`config.mk`:
```
export PLATFORM = sky130hd
export DESIGN_NAME = psi_bitmap_loader_flat
export DESIGN_NICKNAME = d
export VERILOG_FILES = /design/src/rtl/psi_bitmap_loader_pkg.sv /design/src/rtl/psi_bitmap_loader_if.sv /design/src/rtl/psi_bitmap_loader_idx_decode.sv /design/src/rtl/psi_bitmap_loader.sv /design/src/flat_wrapper.sv
export SDC_FILE = /design/constraint.sdc
export NUM_CORES = 1
export LEC_CHECK = 0
export CORE_MARGIN = 2
export CORE_UTILIZATION = 50
export CTS_BUF_LIST = sky130_fd_sc_hd__clkbuf_16
export DETAILED_ROUTE_END_ITERATION = 6
export GPL_ROUTABILITY_DRIVEN = 1
export PLACE_DENSITY = 0.95
export RECOVER_POWER = 50
export SETUP_SLACK_MARGIN = 0.3
export SLEW_MARGIN = 10
export SYNTH_ARGS = -nofsm -noshare
export SYNTH_HDL_FRONTEND = slang
export SYNTH_SLANG_ARGS = --single-unit
```
`constraint.sdc`:
```
create_clock -name clk -period 5.5 [get_ports clk]
set_input_delay 1.1 -clock clk [delete_from_list [all_inputs] [get_ports clk]]
set_output_delay 1.1 -clock clk [all_outputs]
set_load 0.02 [all_outputs]
```
`src/rtl/psi_bitmap_loader_pkg.sv`:
```
// Shared types and defaults for the PSI bitmap loader and its AND-tree consumer.
package psi_pkg;

    localparam int PSI_N_PARTIES = 10;
    localparam int PSI_N_BITS    = 10;

    typedef enum logic {LOAD, HOLD} psi_ld_state_t;

    function automatic int flat_pos(input int p, input int b, input int n_bits = PSI_N_BITS);
        return p * n_bits + b;
    endfunction

endpackage

```
`src/rtl/psi_bitmap_loader_if.sv`:
```
// Element-beat input stream plus flat bitmap output handshake of the PSI loader.
interface psi_bitmap_loader_if
    import psi_pkg::*;
#(
    parameter int N_PARTIES = PSI_N_PARTIES,
    parameter int N_BITS    = PSI_N_BITS,
    parameter int PID_W     = $clog2(N_PARTIES),
    parameter int IDX_W     = $clog2(N_BITS + 1)
) ();

    logic                          in_valid;
    logic                          in_ready;
    logic [PID_W-1:0]              in_party;
    logic [IDX_W-1:0]              in_idx;
    logic                          in_last;
    logic [N_PARTIES*N_BITS-1:0]   p_input;
    logic                          out_valid;
    logic                          out_ready;
    logic [N_PARTIES-1:0]          done_mask;

    modport master (
        output in_valid, in_party, in_idx, in_last, out_ready,
        input  in_ready, p_input, out_valid, done_mask
    );

    modport slave (
        input  in_valid, in_party, in_idx, in_last, out_ready,
        output in_ready, p_input, out_valid, done_mask
    );

endinterface

```
`src/rtl/psi_bitmap_loader_idx_decode.sv`:
```
// Element index to one-hot bit; indices at or beyond N_BITS decode to all zeros.
module psi_idx_decode #(
    parameter int N_BITS = 10,
    parameter int IDX_W  = $clog2(N_BITS + 1)
) (
    input  logic [IDX_W-1:0]  i_idx,
    output logic [N_BITS-1:0] o_onehot
);

    always_comb begin
        // NOTE: assign every always_comb output a default first so no path infers a latch.
        o_onehot = '0;
        for (int b = 0; b < N_BITS; b++) begin
            if (i_idx == IDX_W'(b)) o_onehot[b] = 1'b1;
        end
    end

endmodule

```
`src/rtl/psi_bitmap_loader.sv`:
```
// Builds one membership bitmap per party and hands the flat vector to the AND-tree.
// Optional sticky protocol-error output enabled by defining PSI_LOADER_ERR_EN.
module psi_bitmap_loader
    import psi_pkg::*;
#(
    parameter int N_PARTIES = PSI_N_PARTIES,
    parameter int N_BITS    = PSI_N_BITS
) (
    input  logic                clk,
    input  logic                rst,
    psi_bitmap_loader_if.slave  bus
`ifdef PSI_LOADER_ERR_EN
    ,
    output logic                err
`endif
);

    localparam int PID_W = $clog2(N_PARTIES);
    localparam int IDX_W = $clog2(N_BITS + 1);

    psi_ld_state_t                r_state, w_next_state;
    logic [N_PARTIES*N_BITS-1:0]  r_p_input, w_next_p_input;
    logic [N_PARTIES-1:0]         r_done_mask, w_next_done_mask;
    logic [N_PARTIES-1:0]         w_party_sel;
    logic [N_BITS-1:0]            w_onehot;
    logic                         w_accept;
    logic                         w_legal;

    psi_idx_decode #(
        .N_BITS (N_BITS),
        .IDX_W  (IDX_W)
    ) u_idx_decode (
        .i_idx    (bus.in_idx),
        .o_onehot (w_onehot)
    );

    // An out-of-range party id selects no row, which also makes the beat illegal.
    always_comb begin
        w_party_sel = '0;
        for (int p = 0; p < N_PARTIES; p++) begin
            w_party_sel[p] = (bus.in_party == PID_W'(p));
        end
    end

    assign w_accept = bus.in_valid && (r_state == LOAD);
    assign w_legal  = w_accept && (|w_party_sel) && !(|(w_party_sel & r_done_mask));

    always_comb begin
        w_next_state     = r_state;
        w_next_p_input   = r_p_input;
        w_next_done_mask = r_done_mask;
        case (r_state)
            LOAD: begin
                if (w_legal) begin
                    for (int p = 0; p < N_PARTIES; p++) begin
                        if (w_party_sel[p]) begin
                            w_next_p_input[flat_pos(p, 0, N_BITS) +: N_BITS] =
                                r_p_input[flat_pos(p, 0, N_BITS) +: N_BITS] | w_onehot;
                            if (bus.in_last) w_next_done_mask[p] = 1'b1;
                        end
                    end
                    if (&w_next_done_mask) w_next_state = HOLD;
                end
            end
            HOLD: begin
                if (bus.out_ready) begin
                    w_next_state     = LOAD;
                    w_next_p_input   = '0;
                    w_next_done_mask = '0;
                end
            end
            default: w_next_state = LOAD;
        endcase
    end

    always_ff @(posedge clk) begin
        // NOTE: sequential state uses non-blocking assignments so every register samples pre-edge values.
        if (rst) begin
            r_state     <= LOAD;
            r_p_input   <= '0;
            r_done_mask <= '0;
        end else begin
            r_state     <= w_next_state;
            r_p_input   <= w_next_p_input;
            r_done_mask <= w_next_done_mask;
        end
    end

    assign bus.in_ready  = (r_state == LOAD);
    assign bus.out_valid = (r_state == HOLD);
    assign bus.p_input   = r_p_input;
    assign bus.done_mask = r_done_mask;

`ifdef PSI_LOADER_ERR_EN
    logic r_err;
    logic w_null;

    assign w_null = ~|w_onehot;

    // Sticky: only reset clears it, a completed handshake does not.
    always_ff @(posedge clk) begin
        if (rst)
            r_err <= 1'b0;
        else if (w_accept && (!w_legal || (w_null && !bus.in_last)))
            r_err <= 1'b1;
    end

    assign err = r_err;
`endif

endmodule

```
`src/flat_wrapper.sv`:
```
// flat-port wrapper written by rule: the top's interface ports become plain ports
module psi_bitmap_loader_flat import psi_pkg::*;
#(
    parameter int N_PARTIES = PSI_N_PARTIES,
    parameter int N_BITS    = PSI_N_BITS
)
  (clk, rst, bus_in_valid, bus_in_party, bus_in_idx, bus_in_last, bus_out_ready, bus_in_ready, bus_p_input, bus_out_valid, bus_done_mask);
  psi_bitmap_loader_if #(.N_PARTIES(N_PARTIES), .N_BITS(N_BITS)) bus_i ();
  input  logic clk;
  input  logic rst;
  input wire logic [$bits(bus_i.in_valid)-1:0] bus_in_valid;
  input wire logic [$bits(bus_i.in_party)-1:0] bus_in_party;
  input wire logic [$bits(bus_i.in_idx)-1:0] bus_in_idx;
  input wire logic [$bits(bus_i.in_last)-1:0] bus_in_last;
  input wire logic [$bits(bus_i.out_ready)-1:0] bus_out_ready;
  output wire logic [$bits(bus_i.in_ready)-1:0] bus_in_ready;
  output wire logic [$bits(bus_i.p_input)-1:0] bus_p_input;
  output wire logic [$bits(bus_i.out_valid)-1:0] bus_out_valid;
  output wire logic [$bits(bus_i.done_mask)-1:0] bus_done_mask;
  assign bus_i.in_valid = bus_in_valid;
  assign bus_i.in_party = bus_in_party;
  assign bus_i.in_idx = bus_in_idx;
  assign bus_i.in_last = bus_in_last;
  assign bus_i.out_ready = bus_out_ready;
  assign bus_in_ready = bus_i.in_ready;
  assign bus_p_input = bus_i.p_input;
  assign bus_out_valid = bus_i.out_valid;
  assign bus_done_mask = bus_i.done_mask;
  psi_bitmap_loader #(.N_PARTIES(N_PARTIES), .N_BITS(N_BITS)) u_core (.clk(clk), .rst(rst), .bus(bus_i));
endmodule
```
==> results.json, run 1 <==
{
  "clock_sinks": 111,
  "final_core_util_pct": 70.8,
  "final_hold_viol_count": 0,
  "fmax_ghz": 0.296,
  "initial_core_util_pct": 51.2,
  "nets": 602,
  "rsz0062_at_grt": "no",
  "cellPowerDensity_mw_per_mm2": 267,
  "critical_path.endpoint": "u_core.bus.p_input[75]",
  "synth.area.top_cells": "dfxtp_1 (53%), nand2_1 (6.5%), a41oi_1 (6.3%)",
  "numCtsBuffers": 9,
  "drt_iter0_drc": 338,
  "fin_setup_tns_ps": 0,
  "synth_edf_count": 0,
  "clk-insertion-delay-late_ps": 350,
  "worstSetupStartpointType": "input pin",
  "worstPathArrival_ps": 3590,
  "synth_largest_area_cell": "dfxtp_1",
  "yosys.area.top_type_share_pct": 53.1,
  "grt_remaining_overflow": 0,
  "postRouteAntennaNets": 0,
  "post_cts_buffers": 0,
  "syn_avg_cell_area_um2": 8.70,
  "post_drt_via_cell_ratio": 5.94,
  "crit_fanout": 37,
  "path_class": "in -> reg",
  "synth_fp_nets": 494,
  "final.fill_count": 599,
  "n_antenna_cell": 0,
  "seq_area_frac_synth_pct": 53.1,
  "final_cell_mix": "dlygate4sd3_1 (111), dfxtp_1 (111), nand2_1 (73)",
  "die_w_um": 95.5,
  "synth.distinct_cells": 49,
  "path_clk_slew_ps": 80,
  "antenna_found_initial": 0,
  "postSynthCellCount": 481,
  "peakVddDrop_mv": 0.167,
  "grt_max_degree": 56,
  "cts_resized": 0,
  "area_growth_pct": 38.3,
  "routedWlPerCell_um": 18.2,
  "syn_area_mm2": 0.00419,
  "synth_flop_cell": "dfxtp_1",
  "die_height_um": 95.5,
  "status": "finished clean",
  "wl_um": 12700,
  "grt_usage_pct": 28.0,
  "post-dp-hpwl_um": 8840,
  "r2r-start": "u_core.bus.out_valid",
  "first_pass_iters": 7,
  "drc_errors": 0,
  "drive_above_1_share_pct": 5.39,
  "hold_buffers": 0,
  "critPathRequiredTime_ps": 5710,
  "worstRegToRegCells": 5,
  "synth-async-reset-ratio_pct": 0,
  "core-area_mm2": 0.00818,
  "tightest_slew_ps": 1140,
  "cts_tree": "yes",
  "ys_warn_count": 0,
  "cts-root-buf": "clkbuf_16",
  "die-area_mm2": 0.00912,
  "slew_violations": 0,
  "leakagePower_nw": 2.33,
  "end_kind": "flip-flop",
  "clockBufferDepth": 2,
  "first_global_vias": 3875,
  "finClkSkew_ps": 10.4,
  "period_share_pct": 61.5,
  "startpoint": "bus_in_party[1]",
  "synth-seq-cells": 111,
  "fin_crit_ps": 3380,
  "r2r-end": "u_core.bus.p_input[96]",
  "hold_class": "reg -> reg",
  "grt_pass1_wl_um": 19700,
  "port_buffers": 124,
  "row_count": 33,
  "htreeDepth": 3,
  "via_count": 4149,
  "r2r_slack_ps": 3230,
  "maxCapViolations": 0,
  "setup-violations-final": 0,
  "maxSlewHeadroom_pct": 23.5,
  "pin_count": 125,
  "gp_congestion": 0.863
}
==> kinds of logic (layout without fill, tap and decap cells) <==
group / after synthesis / count (layout) / synth area share, %
mux: 3 / 3 / 0.718
compound gates: 130 / 130 / 20.6
buf+inv: 37 / 150 / 3.80
flops: 111 / 111 / 53.1
simple gates: 200 / 200 / 21.8
==> worst min-delay path by stage <==
stage | startpoint | endpoint | slack, ps | cells past startpoint
finish | u_core.bus.p_input[51] | u_core.bus.p_input[51] | 460 | 2
global route | u_core.bus.p_input[76] | u_core.bus.p_input[76] | 480 | 2
CTS | u_core.bus.p_input[67] | u_core.bus.p_input[67] | 470 | 2
detailed placement | u_core.bus.p_input[67] | u_core.bus.p_input[67] | 450 | 2
global placement | u_core.bus.p_input[71] | u_core.bus.p_input[71] | 440 | 2
floorplan | u_core.bus.p_input[91] | u_core.bus.p_input[91] | 540 | 2
==> synthesized netlist by cell type, types with 2 or more instances <==
library cell / n
clkbuf_1: 20
o21a_1: 10
buf_2: 7
nor2b_1: 4
nand3_1: 8
buf_1: 2
a41oi_1: 30
inv_1: 6
nor2_1: 68
nor4_1: 2
a21oi_1: 26
or4_1: 3
o31ai_1: 3
or3_1: 3
dfxtp_1: 111
nor3_1: 17
nand2_1: 73
o22ai_1: 2
nand2b_1: 8
o21ai_1: 4
o32ai_1: 3
o21ai_0: 42
mux2i_1: 3
==> per-layer routing <==
layer / up-vias / wire length, µm / GRT usage, %
li1: 1927 / - / -
met1: 1965 / 5210 / 36.8
met2: 235 / 6050 / 44.8
met3: 22 / 1280 / 7.98
met4: 0 / 192 / 8.93
met5: - / 0 / 0
==> worst max-delay path, stage by stage <==
cell and delay, ps:
clkdlybuf4s50_1 680, or4_1 650, o2111ai_2 310, nor2_2 50, buf_4 260, nand3_1 340, o21ai_0 190
==> final cells by class <==
type	instances	area (µm²)	area share, %
sequential	111	2220	38.4
multi-input combinational	333	1820	31.4
inverter	6	22.5	0.389
tap	105	131	2.27
clock inverter	7	85.1	1.47
timing repair buffer	128	1280	22.2
clock buffer	9	225	3.89
==> through the flow <==
stage | power, W | instances | worst slack [ps] | area [µm²] | hold slack, ps
floorplan | 0.000880 | 481 | 2880 | 4190 | 536
finish | 0.00155 | 699 | 2120 | 5790 | 464
CTS | 0.00154 | 698 | 2210 | 5770 | 468
global placement | 0.000905 | 682 | 1910 | 5460 | 442
detailed placement | 0.000906 | 682 | 1900 | 5460 | 449
global route | 0.00158 | 699 | 1990 | 5790 | 477
==> flip-flops by register name, summed over array words and instances, names as in the netlist <==
register	cells
u_core.bus.out_valid	1
u_core.bus.done_mask	10
u_core.bus.p_input	100
==> power breakdown <==
group | total [W] | internal, W | leakage (nW) | switching [W]
Combinational | 0.0000854 | 0.0000246 | 1.29 | 0.0000608
Clock | 0.000656 | 0.000325 | 0.146 | 0.000331
Sequential | 0.000806 | 0.000804 | 0.894 | 0.00000143
(Power assumes the default switching activity.)
==> run 2, diff against run 1 <==
--- a/config.mk
+++ b/config.mk
@@ -6,11 +6,11 @@
 export NUM_CORES = 1
 export LEC_CHECK = 0
 export CORE_MARGIN = 2
-export CORE_UTILIZATION = 50
+export CORE_UTILIZATION = 42
 export CTS_BUF_LIST = sky130_fd_sc_hd__clkbuf_16
 export DETAILED_ROUTE_END_ITERATION = 6
 export GPL_ROUTABILITY_DRIVEN = 1
-export PLACE_DENSITY = 0.95
+export PLACE_DENSITY = 0.87
 export RECOVER_POWER = 50
 export SETUP_SLACK_MARGIN = 0.3
 export SLEW_MARGIN = 10
==> constraint.sdc (replaced) <==
create_clock -name clk -period 2.8 [get_ports clk]
set_input_delay 0.56 -clock clk [delete_from_list [all_inputs] [get_ports clk]]
set_output_delay 0.56 -clock clk [all_outputs]
set_load 0.02 [all_outputs]
==> results.json, run 2 (synthesis gave the netlist of run 1 again) <==
{
  "die_w_um": 104,
  "area_growth_pct": 44.6,
  "gp_congestion": 0.882,
  "p_clk_share_pct": 41.9,
  "slowest_delay_ps": 470,
  "period_share_pct": 88.4,
  "via_count": 4148,
  "whs_ps": 454,
  "maxSlewHeadroom_pct": 46.6,
  "grt_usage_pct": 22.5,
  "finalInstanceArea_mm2": 0.00605,
  "final_cell_mix": "dlygate4sd3_1 (111), dfxtp_1 (111), nand2_1 (73)",
  "cts-root-buf": "clkbuf_16",
  "maxCapViolations": 0,
  "drt_iter0_drc": 267,
  "drive_above_1_share_pct": 9.68,
  "clockBufferDepth": 2,
  "final.fill_count": 855,
  "fin_crit_ps": 2470,
  "fin_ws_ps": 326,
  "p_switching_w": 0.000768,
  "crit_chain": "clkdlybuf4s50_1, buf_4, or3b_2, o32ai_2, or4_1, nor3_1, o21a_1",
  "grt_pass1_wl_um": 19800,
  "post_drt_via_cell_ratio": 5.51,
  "hold_depth": 2,
  "core-area_mm2": 0.00973,
  "worstSetupStartpointType": "input pin",
  "comb_power_share_pct": 6.3,
  "drc_errors": 0,
  "multi_input_area_mm2": 0.00186,
  "path_clk_slew_ps": 70,
  "cts_tree": "yes",
  "hold_class": "reg -> reg",
  "fin_setup_tns_ps": 0,
  "first_pass_iters": 5,
  "worstRegToRegCells": 5,
  "regArea_mm2": 0.00222,
  "status": "finished clean",
  "path_buf_inv": 2,
  "pwr-share-seq_pct": 51.8,
  "critical_path.top_delay_family": "simple AND/OR/NAND/NOR gates",
  "rsz0062_at_grt": "yes",
  "die_height_um": 104,
  "largest_reg_flops": 100,
  "routedWlPerCell_um": 16.7,
  "finClkSkew_ps": 11.2,
  "path_class": "in -> reg",
  "critPathRequiredTime_ps": 3040,
  "path_depth": 7,
  "nets": 628,
  "clk-insertion-delay-late_ps": 340,
  "post-place-ws_ps": -57.7,
  "port_buffers": 124,
  "die-area_mm2": 0.0108,
  "p_total_w": 0.00306,
  "postPlaceCellArea_mm2": 0.00569,
  "tightest_slew_ps": 795,
  "postRouteAntennaNets": 0,
  "first_global_vias": 3932,
  "grt_remaining_overflow": 0,
  "setup-violations-final": 0,
  "antenna_found_initial": 0,
  "crit_fanout": 15,
  "post-dp-hpwl_um": 9150,
  "n_antenna_cell": 0,
  "end_kind": "flip-flop",
  "p_int_w": 0.00229,
  "worstPathArrival_ps": 2710,
  "switching_share_pct": 25.1,
  "row_count": 36,
  "final_hold_viol_count": 0,
  "peakVddDrop_mv": 0.277,
  "slew_violations": 0,
  "slowest_stage": "clkdlybuf4s50_1",
  "wl_um": 12600,
  "fmax_ghz": 0.404,
  "cellPowerDensity_mw_per_mm2": 505,
  "hold_buffers": 0,
  "initial_core_util_pct": 43.0,
  "leakagePower_nw": 2.46,
  "clock_sinks": 111,
  "grt_max_degree": 55,
  "htreeDepth": 3,
  "pin_count": 125,
  "numCtsBuffers": 9
}
## run 2: area by class of cell
type                            instances  share of cell area, %
Sequential cell                       111                   36.7
Multi-Input combinational cell        333                   30.8
Timing Repair Buffer                  154                   24.2
Clock buffer                            9                   3.72
Tap cell                              133                   2.75
Clock inverter                          7                   1.41
Inverter                                6                  0.372
## run 2: metal layers
layer,share of wire [%],GRT usage [%],wire length [µm],vias to the layer above
li1,-,-,-,1980
met1,44,29.5,5580,1980
met2,49,37.8,6130,169
met3,5.5,4.09,695,19
met4,1.5,6.95,189,0
met5,0,0,0,-
## run 2: path summary, 6_finish.rpt
| check | startpoint | slack [ps] | to |
|---|---|---|---|
| worst max register to register | u_core.bus.out_valid | 810 | u_core.bus.p_input[86] |
| worst max-delay path | bus_in_party[1] | 330 | u_core.bus.p_input[80] |
| worst min-delay path | u_core.bus.p_input[69] | 450 | u_core.bus.p_input[69] |
| worst min register to register | u_core.bus.p_input[69] | 450 | u_core.bus.p_input[69] |
## run 2: worst reg2reg max path: cells and delay by family, from the launching register on
family | cells | cell delay, ps
and+or+nand+nor | 3 | 1080
AOI/OAI and AO/OA | 1 | 140
buffers and inverters | 1 | 280
DFF | 1 | 430
## run 2: metrics by stage
stage | instances | util [%]
global route | 753 | 62.2
floorplan | 481 | -
global placement | 736 | 58.5
CTS | 752 | 61.7
detailed placement | 736 | 58.5
finish | 753 | 62.2
## run 2: power by group through the flow
stage               combinational (W)  clock, W  sequential (W)
floorplan                    0.000104         0         0.00162
global placement             0.000183         0         0.00162
detailed placement           0.000186         0         0.00162
CTS                          0.000187   0.00130         0.00158
global route                 0.000208   0.00136         0.00158
finish                       0.000194   0.00128         0.00158
## run 2: timing repair
action,CTS,global route
gates resized for setup,0,5
endpoints found under the setup margin,0,20
hold endpoints to repair,0,0
setup buffers,0,1
==> run 3, diff against run 2 <==
--- a/config.mk
+++ b/config.mk
@@ -5,6 +5,7 @@
 export SDC_FILE = /design/constraint.sdc
 export NUM_CORES = 1
 export LEC_CHECK = 0
+export CORE_ASPECT_RATIO = 1.2
 export CORE_MARGIN = 2
 export CORE_UTILIZATION = 42
 export CTS_BUF_LIST = sky130_fd_sc_hd__clkbuf_16
==> results.json, run 3 (synthesis gave the netlist of run 1 again) <==
{
  "htreeDepth": 3,
  "status": "finished clean",
  "post-dp-hpwl_um": 8990,
  "grt_max_degree": 55,
  "critPathRequiredTime_ps": 3080,
  "path_class": "in -> reg",
  "finClkSkew_ps": 10.4,
  "port_buffers": 124,
  "first_global_vias": 3927,
  "hold_class": "reg -> reg",
  "clk-insertion-delay-late_ps": 340,
  "final_hold_viol_count": 0,
  "grt_pass1_wl_um": 19500,
  "die-area_mm2": 0.0108,
  "post-place-ws_ps": -10.3,
  "slew_violations": 0,
  "grt_usage_pct": 22.7,
  "worstPathArrival_ps": 2710,
  "tightest_slew_ps": 635,
  "die_height_um": 113,
  "path_clk_slew_ps": 70,
  "first_pass_iters": 5,
  "via_count": 4127,
  "period_share_pct": 86.8,
  "leakagePower_nw": 2.47,
  "postPlaceCellArea_mm2": 0.00570,
  "wl_um": 12400,
  "rsz0062_at_grt": "no",
  "p_total_w": 0.00302,
  "clockBufferDepth": 2,
  "row_count": 39,
  "largest_reg_flops": 100,
  "routedWlPerCell_um": 16.7,
  "drc_errors": 0,
  "fin_crit_ps": 2430,
  "setup-violations-final": 0,
  "drive_above_1_share_pct": 10.5,
  "grt_remaining_overflow": 0,
  "initial_core_util_pct": 43.5,
  "whs_ps": 449,
  "post_drt_via_cell_ratio": 5.55,
  "antenna_found_initial": 0,
  "postRouteAntennaNets": 0,
  "n_antenna_cell": 0,
  "final_cell_mix": "dlygate4sd3_1 (111), dfxtp_1 (111), nand2_1 (73)",
  "fmax_ghz": 0.411,
  "maxSlewHeadroom_pct": 57.3,
  "fin_ws_ps": 369,
  "clock_sinks": 111,
  "nets": 628,
  "die_w_um": 95.1,
  "cts_tree": "yes",
  "final.fill_count": 780,
  "worstSetupStartpointType": "input pin",
  "pin_count": 125,
  "drt_iter0_drc": 268,
  "end_kind": "flip-flop",
  "crit_fanout": 10,
  "peakVddDrop_mv": 0.316,
  "cts-root-buf": "clkbuf_16",
  "area_growth_pct": 44.8,
  "maxCapViolations": 0,
  "core-area_mm2": 0.00961,
  "finalInstanceArea_mm2": 0.00606,
  "cellPowerDensity_mw_per_mm2": 498,
  "gp_congestion": 0.877,
  "numCtsBuffers": 9
}
-- run 3: changes by cell type in the layout (fill, tap and decap cells not counted), moves of 2 or more --
cell     delta
o21ai_1     -2
o21ai_2     +2
nand3_1     -2
nand3_2     +2
-- run 3: worst paths after layout --
check                           slack (ps)  cells after the start                       to              startpoint
worst max-delay path                   370                      6   u_core.bus.p_input[89]         bus_in_party[3]
worst min register to register         450                      2   u_core.bus.p_input[60]  u_core.bus.p_input[60]
worst min-delay path                   450                      2   u_core.bus.p_input[60]  u_core.bus.p_input[60]
worst max register to register         760                      6  u_core.bus.done_mask[5]    u_core.bus.out_valid
-- run 3: cell type report --
type | instances | area, µm² | share of cell area [%]
well taps | 123 | 154 | 2.54
repair buffers | 154 | 1480 | 24.4
clock inverters | 7 | 76.3 | 1.26
multi-input cells | 333 | 1880 | 31.1
inverters | 6 | 22.5 | 0.372
clock buffers | 9 | 225 | 3.72
flip-flops and latches | 111 | 2220 | 36.7
-- run 3: per-layer routing --
metal | wire length (µm) | up-vias | track usage, %
met5 | 0 | - | 0
met4 | 271 | 0 | 8.31
met3 | 931 | 29 | 5.53
met2 | 5960 | 181 | 36.2
met1 | 5230 | 1946 | 29.8
li1 | - | 1971 | -
-- run 3: worst max-delay path, stage by stage --
cell and delay (ps):
clkdlybuf4s50_1 600, mux2i_1 350, o32ai_4 180, or4_4 640
nor3_1 240, o21a_1 140
-- run 3: repair_timing --
action                     in CTS  in global routing
setup endpoints to repair       0                 63
hold buffers                    0                  0
gates resized for setup         0                 10
buffers inserted                0                  0
-- run 3: power breakdown --
group	internal (W)	switching [W]
logic	0.0000672	0.000127
clock network	0.000632	0.000611
registers	0.00158	0.00000284
-- run 3: metrics by stage --
stage                     util, %  setup TNS, ps  cells
after floorplan                 -              0    481
after global placement       59.3              0    727
after detailed placement     59.3          -38.0    727
after CTS                    62.4              0    743
after global routing         63.1              0    743
final                        63.1              0    743
